--- src/rtl/inst_sram_responder.sv ---
// Instruction-SRAM responder: one-line buffer serving fetch hits in one cycle,
// refilling the line word-serially from a backing memory port on a miss.
module inst_sram_responder #(
    parameter int unsigned LINE_WORDS = 4,
    parameter int unsigned ADDR_W     = 32
) (
    input  logic              clk,
    input  logic              rst,
    input  logic              inst_sram_en,
    input  logic [ADDR_W-1:0] inst_sram_addr,
    output logic [31:0]       inst_sram_rdata,
    output logic              inst_rdata_valid,
    output logic              inst_stall,
    input  logic              flush,
    output logic              mem_req,
    output logic [ADDR_W-1:0] mem_addr,
    input  logic              mem_gnt,
    input  logic [31:0]       mem_rdata
);

    localparam int unsigned IDX_W = $clog2(LINE_WORDS);
    localparam int unsigned OFF_W = IDX_W + 2;
    localparam int unsigned TAG_W = ADDR_W - OFF_W;
    localparam logic [IDX_W-1:0] LAST_IDX = IDX_W'(LINE_WORDS - 1);

    typedef enum logic {
        IDLE = 1'b0,
        FILL = 1'b1
    } state_t;

    state_t            state;
    logic              line_valid;
    logic              drop;
    logic [TAG_W-1:0]  line_tag;
    logic [IDX_W-1:0]  req_idx;
    logic [IDX_W-1:0]  cnt;
    logic [31:0]       line [LINE_WORDS];

    logic [TAG_W-1:0]  cur_tag;
    logic [IDX_W-1:0]  cur_idx;
    logic              hit;
    logic              grant;
    logic              last_grant;
    logic              unused_addr_bits;

    // Request decode; a flush in the same cycle as a request forces a miss.
    assign cur_tag          = inst_sram_addr[ADDR_W-1:OFF_W];
    assign cur_idx          = inst_sram_addr[OFF_W-1:2];
    assign hit              = line_valid && !flush && (cur_tag == line_tag);
    assign grant            = (state == FILL) && mem_req && mem_gnt;
    assign last_grant       = grant && (cnt == LAST_IDX);
    assign unused_addr_bits = ^inst_sram_addr[1:0];

    // Line storage is deliberately unreset; line_valid alone gates its use.
    always_ff @(posedge clk) begin
        if (grant) begin
            line[cnt] <= mem_rdata;
        end
    end

    // Control FSM with registered outputs.
    always_ff @(posedge clk) begin
        if (rst) begin
            state            <= IDLE;
            line_valid       <= 1'b0;
            drop             <= 1'b0;
            line_tag         <= '0;
            req_idx          <= '0;
            cnt              <= '0;
            inst_stall       <= 1'b0;
            inst_rdata_valid <= 1'b0;
            inst_sram_rdata  <= 32'h0;
            mem_req          <= 1'b0;
            mem_addr         <= '0;
        end else begin
            inst_rdata_valid <= 1'b0;
            case (state)
                IDLE: begin
                    drop <= 1'b0;
                    if (inst_sram_en && hit) begin
                        inst_sram_rdata  <= line[cur_idx];
                        inst_rdata_valid <= 1'b1;
                    end else if (inst_sram_en) begin
                        line_tag   <= cur_tag;
                        req_idx    <= cur_idx;
                        line_valid <= 1'b0;
                        cnt        <= '0;
                        mem_req    <= 1'b1;
                        mem_addr   <= {cur_tag, IDX_W'(0), 2'b00};
                        inst_stall <= 1'b1;
                        state      <= FILL;
                    end else if (flush) begin
                        line_valid <= 1'b0;
                    end
                end
                FILL: begin
                    if (flush) begin
                        drop <= 1'b1;
                    end
                    if (grant) begin
                        cnt      <= cnt + IDX_W'(1);
                        mem_addr <= mem_addr + ADDR_W'(4);
                    end
                    // Final grant: the requested word may be arriving this cycle.
                    if (last_grant) begin
                        mem_req          <= 1'b0;
                        inst_stall       <= 1'b0;
                        inst_rdata_valid <= 1'b1;
                        inst_sram_rdata  <= (req_idx == LAST_IDX) ? mem_rdata : line[req_idx];
                        line_valid       <= !(drop || flush);
                        state            <= IDLE;
                    end
                end
                default: begin
                    state <= IDLE;
                end
            endcase
        end
    end

endmodule

--- config.mk ---
export PLATFORM = sky130hd
export DESIGN_NAME = inst_sram_responder
export DESIGN_NICKNAME = d
export VERILOG_FILES = /design/src/rtl/inst_sram_responder.sv
export SDC_FILE = /design/constraint.sdc
export NUM_CORES = 1
export LEC_CHECK = 0
export CAP_MARGIN = 20
export CELL_PAD_IN_SITES_DETAIL_PLACEMENT = 1
export CELL_PAD_IN_SITES_GLOBAL_PLACEMENT = 1
export CORE_UTILIZATION = 40
export CTS_CLUSTER_SIZE = 40
export DETAILED_ROUTE_END_ITERATION = 8
export MAX_ROUTING_LAYER = met4
export PLACE_DENSITY_LB_ADDON = 0.1
export RECOVER_POWER = 100
export SLEW_MARGIN = 25
export SYNTH_ARGS = -nofsm -noshare
export SYNTH_HDL_FRONTEND = slang
export SYNTH_SLANG_ARGS = --single-unit
export TNS_END_PERCENT = 20
--- constraint.sdc ---
create_clock -name clk -period 2.52 [get_ports clk]
set_input_delay 0.504 -clock clk [delete_from_list [all_inputs] [get_ports clk]]
set_output_delay 0.504 -clock clk [all_outputs]
set_load 0.03 [all_outputs]
### Word level (Yosys, flattened, before mapping)

Memory sizes are Yosys's and may differ from the RTL's. A register that Yosys moved wholly into a read port is not among the register bits.
Index checks and enable logic that the tools add are counted.

| word-level totals | value |
|---|---|
| output and inout port bits | 67 |
| word-level logic and storage cells | 73 |
| bits of input ports | 69 |
| memories kept | 1 |
| register bits after elaboration | 101 |
| bits in writable memories | 128 |

Memories:

| name | depth | width | read ports | clocked after memory_dff | write ports | line | RTL |
|---|---|---|---|---|---|---|---|
| line | 4 | 32 | 2 | 1 | 1 | 37 | `logic [31:0] line [LINE_WORDS];` |

| operators by class | value |
|---|---|
| add/subtract/negate cells | 2 |
| reductions and logical operators | 14 |
| bitwise gates (word level) | 2 |
| multiplexer cells | 34 |
| equal/unequal tests | 10 |

Operators by type and width:

| cell | number |
|---|---|
| 32-bit two-way mux | 6 |
| 32-bit case mux with 2 select lines | 2 |
| 32-bit by 3-bit adder with 32-bit output, second input constant | 1 |
| 28-bit == test | 1 |
| 1-bit two-way mux | 15 |
| 3-bit AND reduction | 4 |
| 2-bit two-way mux | 5 |
| 1-bit case mux with 2 select lines | 5 |
| 2-bit inequality test, second input constant | 4 |
| 1-bit logical AND | 6 |
| 2-bit == test, second input constant | 2 |
| 2-bit by 1-bit inequality test with 1-bit output, second input constant | 2 |
| 2-bit case mux with 2 select lines | 1 |
| 3-bit inequality test, second input constant | 1 |
| 2-bit by 1-bit adder with 2-bit output, second input constant | 1 |
| 1-bit logical NOT | 2 |
| 1-bit NOT | 2 |
| 2-bit AND reduction | 1 |
| 1-bit logical OR | 1 |

### Longest topological paths before layout

Gate-level depths: netlist of the first run.

| depth | value |
|---|---|
| word-level depth | 8 |
| mapped depth | 8 |
| gate-level depth less buffers | 7 |

### Worst setup path after synthesis of the first run

No wires, ideal clock.

| timing path | value |
|---|---|
| kind | reg2reg |
| start | register mem_req |
| end | memory line[3][0], enable pin |
| path buffers | 2 |
| setup slack | -0.181 ns |
| library setup time | 0.406 ns |
| cell stages (with the launch flop) | 6 |
| data arrival time | 2.294 ns |
| path through | dfxtp_1 and3_1 clkbuf_1 nand2_1 inv_1 clkbuf_1 |

| between the ends | value |
|---|---|
| word-level cells in the longest chain between the ends | 4 |

RTL lines:

| item | line | RTL |
|---|---|---|
| start: declaration | 15 | `output logic mem_req,` |
| start signal: assignment | 73 | `mem_req <= 1'b0;` |
| start signal: assignment | 88 | `mem_req <= 1'b1;` |
| start signal: assignment | 106 | `mem_req <= 1'b0;` |
| 1-bit logical AND (2 in a row) | 50 | `assign grant = (state == FILL) && mem_req && mem_gnt;` |
| 1-bit two-way mux | 56 | `if (grant) begin` |
| 1-bit two-way mux (implied by the code) | 57 | `line[cnt] <= mem_rdata;` |
| end: declaration | 37 |  |

No other way between the ends.

### Worst setup path in the final report of the first run

| timing path | value |
|---|---|
| start | input inst_sram_addr[10] |
| end | register mem_addr[7] |

| between the ends | value |
|---|---|
| word-level cells in the longest chain between the ends | 5 |

RTL lines:

| item | line | RTL |
|---|---|---|
| start: declaration | 10 | `input logic [ADDR_W-1:0] inst_sram_addr,` |
| 28-bit == test | 49 | `assign hit = line_valid && !flush && (cur_tag == line_tag);` |
| 1-bit logical AND | 49 |  |
| 1-bit logical AND | 80 | `if (inst_sram_en && hit) begin` |
| 2-bit inequality test (no line) | - |  |
| 3-bit AND reduction (no line) | - |  |
| end signal: assignment | 89 | `mem_addr <= {cur_tag, IDX_W'(0), 2'b00};` |
| end signal: assignment | 102 | `mem_addr <= mem_addr + ADDR_W'(4);` |
| end: declaration | 16 | `output logic [ADDR_W-1:0] mem_addr,` |

No other way between the ends.
A chain may end at the register's enable or synchronous reset.

==> results of run 1 <==
==> worst max-delay path, delay by kind of cell <==
kind	cells	cell delay (ns)
compound gates	2	0.60
simple gates	3	0.77
buf+inv	2	0.67
xor+xnor	1	0.21
==> registers in the layout (all words and copies together), names as in the netlist, named ones only <==
| name | count |
|---|---|
| state | 1 |
| inst_rdata_valid | 1 |
| req_idx | 2 |
| line_valid | 1 |
| mem_addr | 30 |
| mem_req | 1 |
| line | 128 |
| inst_sram_rdata | 32 |
| line_tag | 28 |
| cnt | 2 |
| drop | 1 |
==> layer usage <==
metal	global-route usage	vias up	wire length [um]	part of all wire
met5	-	-	0	0
li1	-	4013	-	-
met3	0.0300	54	1240	0.038
met1	0.306	4367	14300	0.44
met4	0.0590	0	652	0.020
met2	0.408	178	16300	0.50
==> worst min-delay path by stage <==
stage	startpoint	end
finish	rst	inst_sram_rdata[8]
global placement	inst_sram_rdata[23]	inst_sram_rdata[23]
global route	rst	inst_sram_rdata[8]
CTS	rst	inst_sram_rdata[8]
detailed placement	inst_sram_rdata[29]	inst_sram_rdata[29]
floorplan	line_tag[19]	line_tag[19]
==> cell type report <==
type | count | area (um^2)
inverter | 20 | 75.1
tap | 341 | 427
antenna | 2 | 5.00
clock buffer | 40 | 764
clock inverter | 9 | 42.5
sequential | 229 | 5870
fill | 2869 | 13100
timing repair buffer | 207 | 1960
multi-input combinational | 639 | 4680
==> logic make-up (layout without fill, tap and decap cells) <==
logic type,Yosys count,in the layout,synth area share
and+or+nand+nor,360,360,0.153
DFF,229,229,0.537
AOI/OAI and AO/OA,169,169,0.100
buffers and inverters,108,276,0.0390
muxes,76,76,0.144
xor gates and xnor gates,27,27,0.0216
adders and majority gates,5,5,0.00572
other,1,4,0.000343
==> cell usage in the layout, fill, tap and decap left out, types with 3 or more instances in the layout <==
cell / instances
mux4_2: 64
nand4_1: 40
mux2_2: 10
edfxtp_1: 128
clkdlybuf4s50_1: 31
and2_1: 4
clkinv_2: 3
a311oi_1: 32
dfxtp_2: 3
buf_4: 63
nor4_1: 15
ha_1: 5
nor2_1: 48
nand3_1: 64
o21ai_0: 47
clkinv_1: 8
xnor2_1: 3
dfxtp_1: 97
dlygate4sd3_1: 97
or3_1: 4
nor3_1: 8
xor2_1: 24
clkbuf_1: 9
nand2_1: 156
a21oi_1: 42
o22ai_1: 3
a31oi_1: 22
clkbuf_8: 4
and4_1: 3
clkbuf_2: 4
clkbuf_16: 27
buf_12: 8
inv_1: 17
a221oi_1: 5
==> through the flow <==
stage | setup WS (ns) | std cells | cell area [um^2] | power (uW) | util
after floorplan | 0.0801 | 976 | 10900 | 4760 | -
after global placement | -0.432 | 1436 | 13100 | 5240 | 0.487
after detailed placement | -0.489 | 1436 | 13100 | 5260 | 0.487
after CTS | 0.0637 | 1485 | 13900 | 8850 | 0.517
after global routing | 0.0311 | 1487 | 13800 | 9040 | 0.514
final | 0.180 | 1487 | 13800 | 8720 | 0.514
==> power by group through the flow <==
stage | sequential (uW) | clock (uW) | combinational, uW
2_1_floorplan | 4240 | 0 | 516
3_3_place_gp | 4200 | 0 | 1040
3_5_place_dp | 4200 | 0 | 1060
4_1_cts | 4120 | 3660 | 1070
5_1_grt | 4130 | 3790 | 1110
6_report | 4120 | 3570 | 1030
==> flow_summary.ini, run 1 <==
[synth]
synth_enable_flop_cells = 128
synth_top_area_cell = edfxtp_1
synth_cell_types = 51
synth.avg_cell_area_um2 = 11.2
synth-seq-cells = 229
yosys_warnings = 0
synth_ff_type = edfxtp_1
synth_area_um2 = 10900
synthTopCellsByCount = 156 x nand2_1, 128 x edfxtp_1, 101 x dfxtp_1, 69 x clkbuf_1
post-synth-top-count-cell = nand2_1
async_flop_share = 0
netlist_instances = 975
synth_seq_area_share = 0.537
synth_top_area_share = 0.352
yosys-top-cells-area = edfxtp_1 35%, dfxtp_1 18%, mux4_2 13%

[pwr]
intPower_uw = 6560
power_density_nw_per_um2 = 631
power_switching_uw = 2160
p_leak_uw = 0.00503
peakVddDrop_uv = 453
power.share.sequential = 0.473
p_clk_frac = 0.409
combPwrFrac = 0.118
swShare = 0.247

[critical_path]
worstReg2RegStart = mem_addr[2]
critPathLaunch = inst_sram_addr[10]
r2r_end = mem_addr[24]
cp-endpoint = mem_addr[7]
crit_arrival_ns = 2.76
cp-start-kind = input pin
max_stage_delay_ns = 0.50
rr_worst_depth = 7
rrSetupSlack_ns = 0.24
cpMaxStageDelayCell = clkdlybuf4s50_1
path_class = input pin to register
crit_chain = clkdlybuf4s50_1, xor2_1, nor4_1, nand4_1, o31ai_4, buf_4, nand2_1, a221oi_1
cp.required_ns = 2.94
endpoint_kind = register
cp_max_fo = 5

[timing]
clock.fmax_mhz = 427
relSlewSlack = 0.279
setup_tns_ns = 0
maxSlewViolCount = 0
grt_setup_unrepaired = no
skew_ns = 0.0187
finalCritPeriodShare = 0.929
worst_slew_pin_slew_ns = 1.08
setup_viol = 0
final.min_clock_period_ns = 2.34
finalHoldViolCount = 0
whs_ns = 0.409

[layout]
area_growth_pct = 26.5
drive_gt1_frac = 0.178
fin_nets = 1198

[clock_tree]
clock_latency_ns = 0.54
max-clock-path-buffers = 3
cts_sinks = 229
clockRootBuffer = clkbuf_16
cts_resized = 0
post-cts-setup-buffers = 0
cts_buffers = 27
cts_tree = built
cts_hold_buf = 0
htree_levels = 1
clk_pin_slew_ns = 0.06

[floorplan]
io_pins = 136
die-area_um2 = 28000
die_w_um = 167
row_count = 60
start_util = 0.407
core_um2 = 26900
chipHeight_um = 167

[detailed_routing]
routed-via-count = 8612
drt-total-wl_um = 32500
wl_per_cell_um = 21.8
drt-pass1-iter-count = 4
vias_per_cell = 5.79
ant_nets = 0
drc_errors = 0
drt-initial-drc-count = 416

[placement]
io_buffer_count = 131
hpwl_um = 21200
gp_congestion = 0.787

[global_route]
overflow = 0
grt_max_degree = 66
grt_use_total = 0.240
first_global_vias = 8968
grt_antenna_before_repair = 2
grt_pass1_wl_um = 51100

[run_status]
status = completed

[job]
maxCapViolCount = 0

[worst_hold_path]
hold_class = input pin to register
hold_depth = 4
Power figures use the tool's default switching activity.
==> run 2: changes to the inputs <==
- SLEW_MARGIN: 25 -> 40
==> results of run 2 <==
Final layout, timing and power as in run 1 (identical DEF).
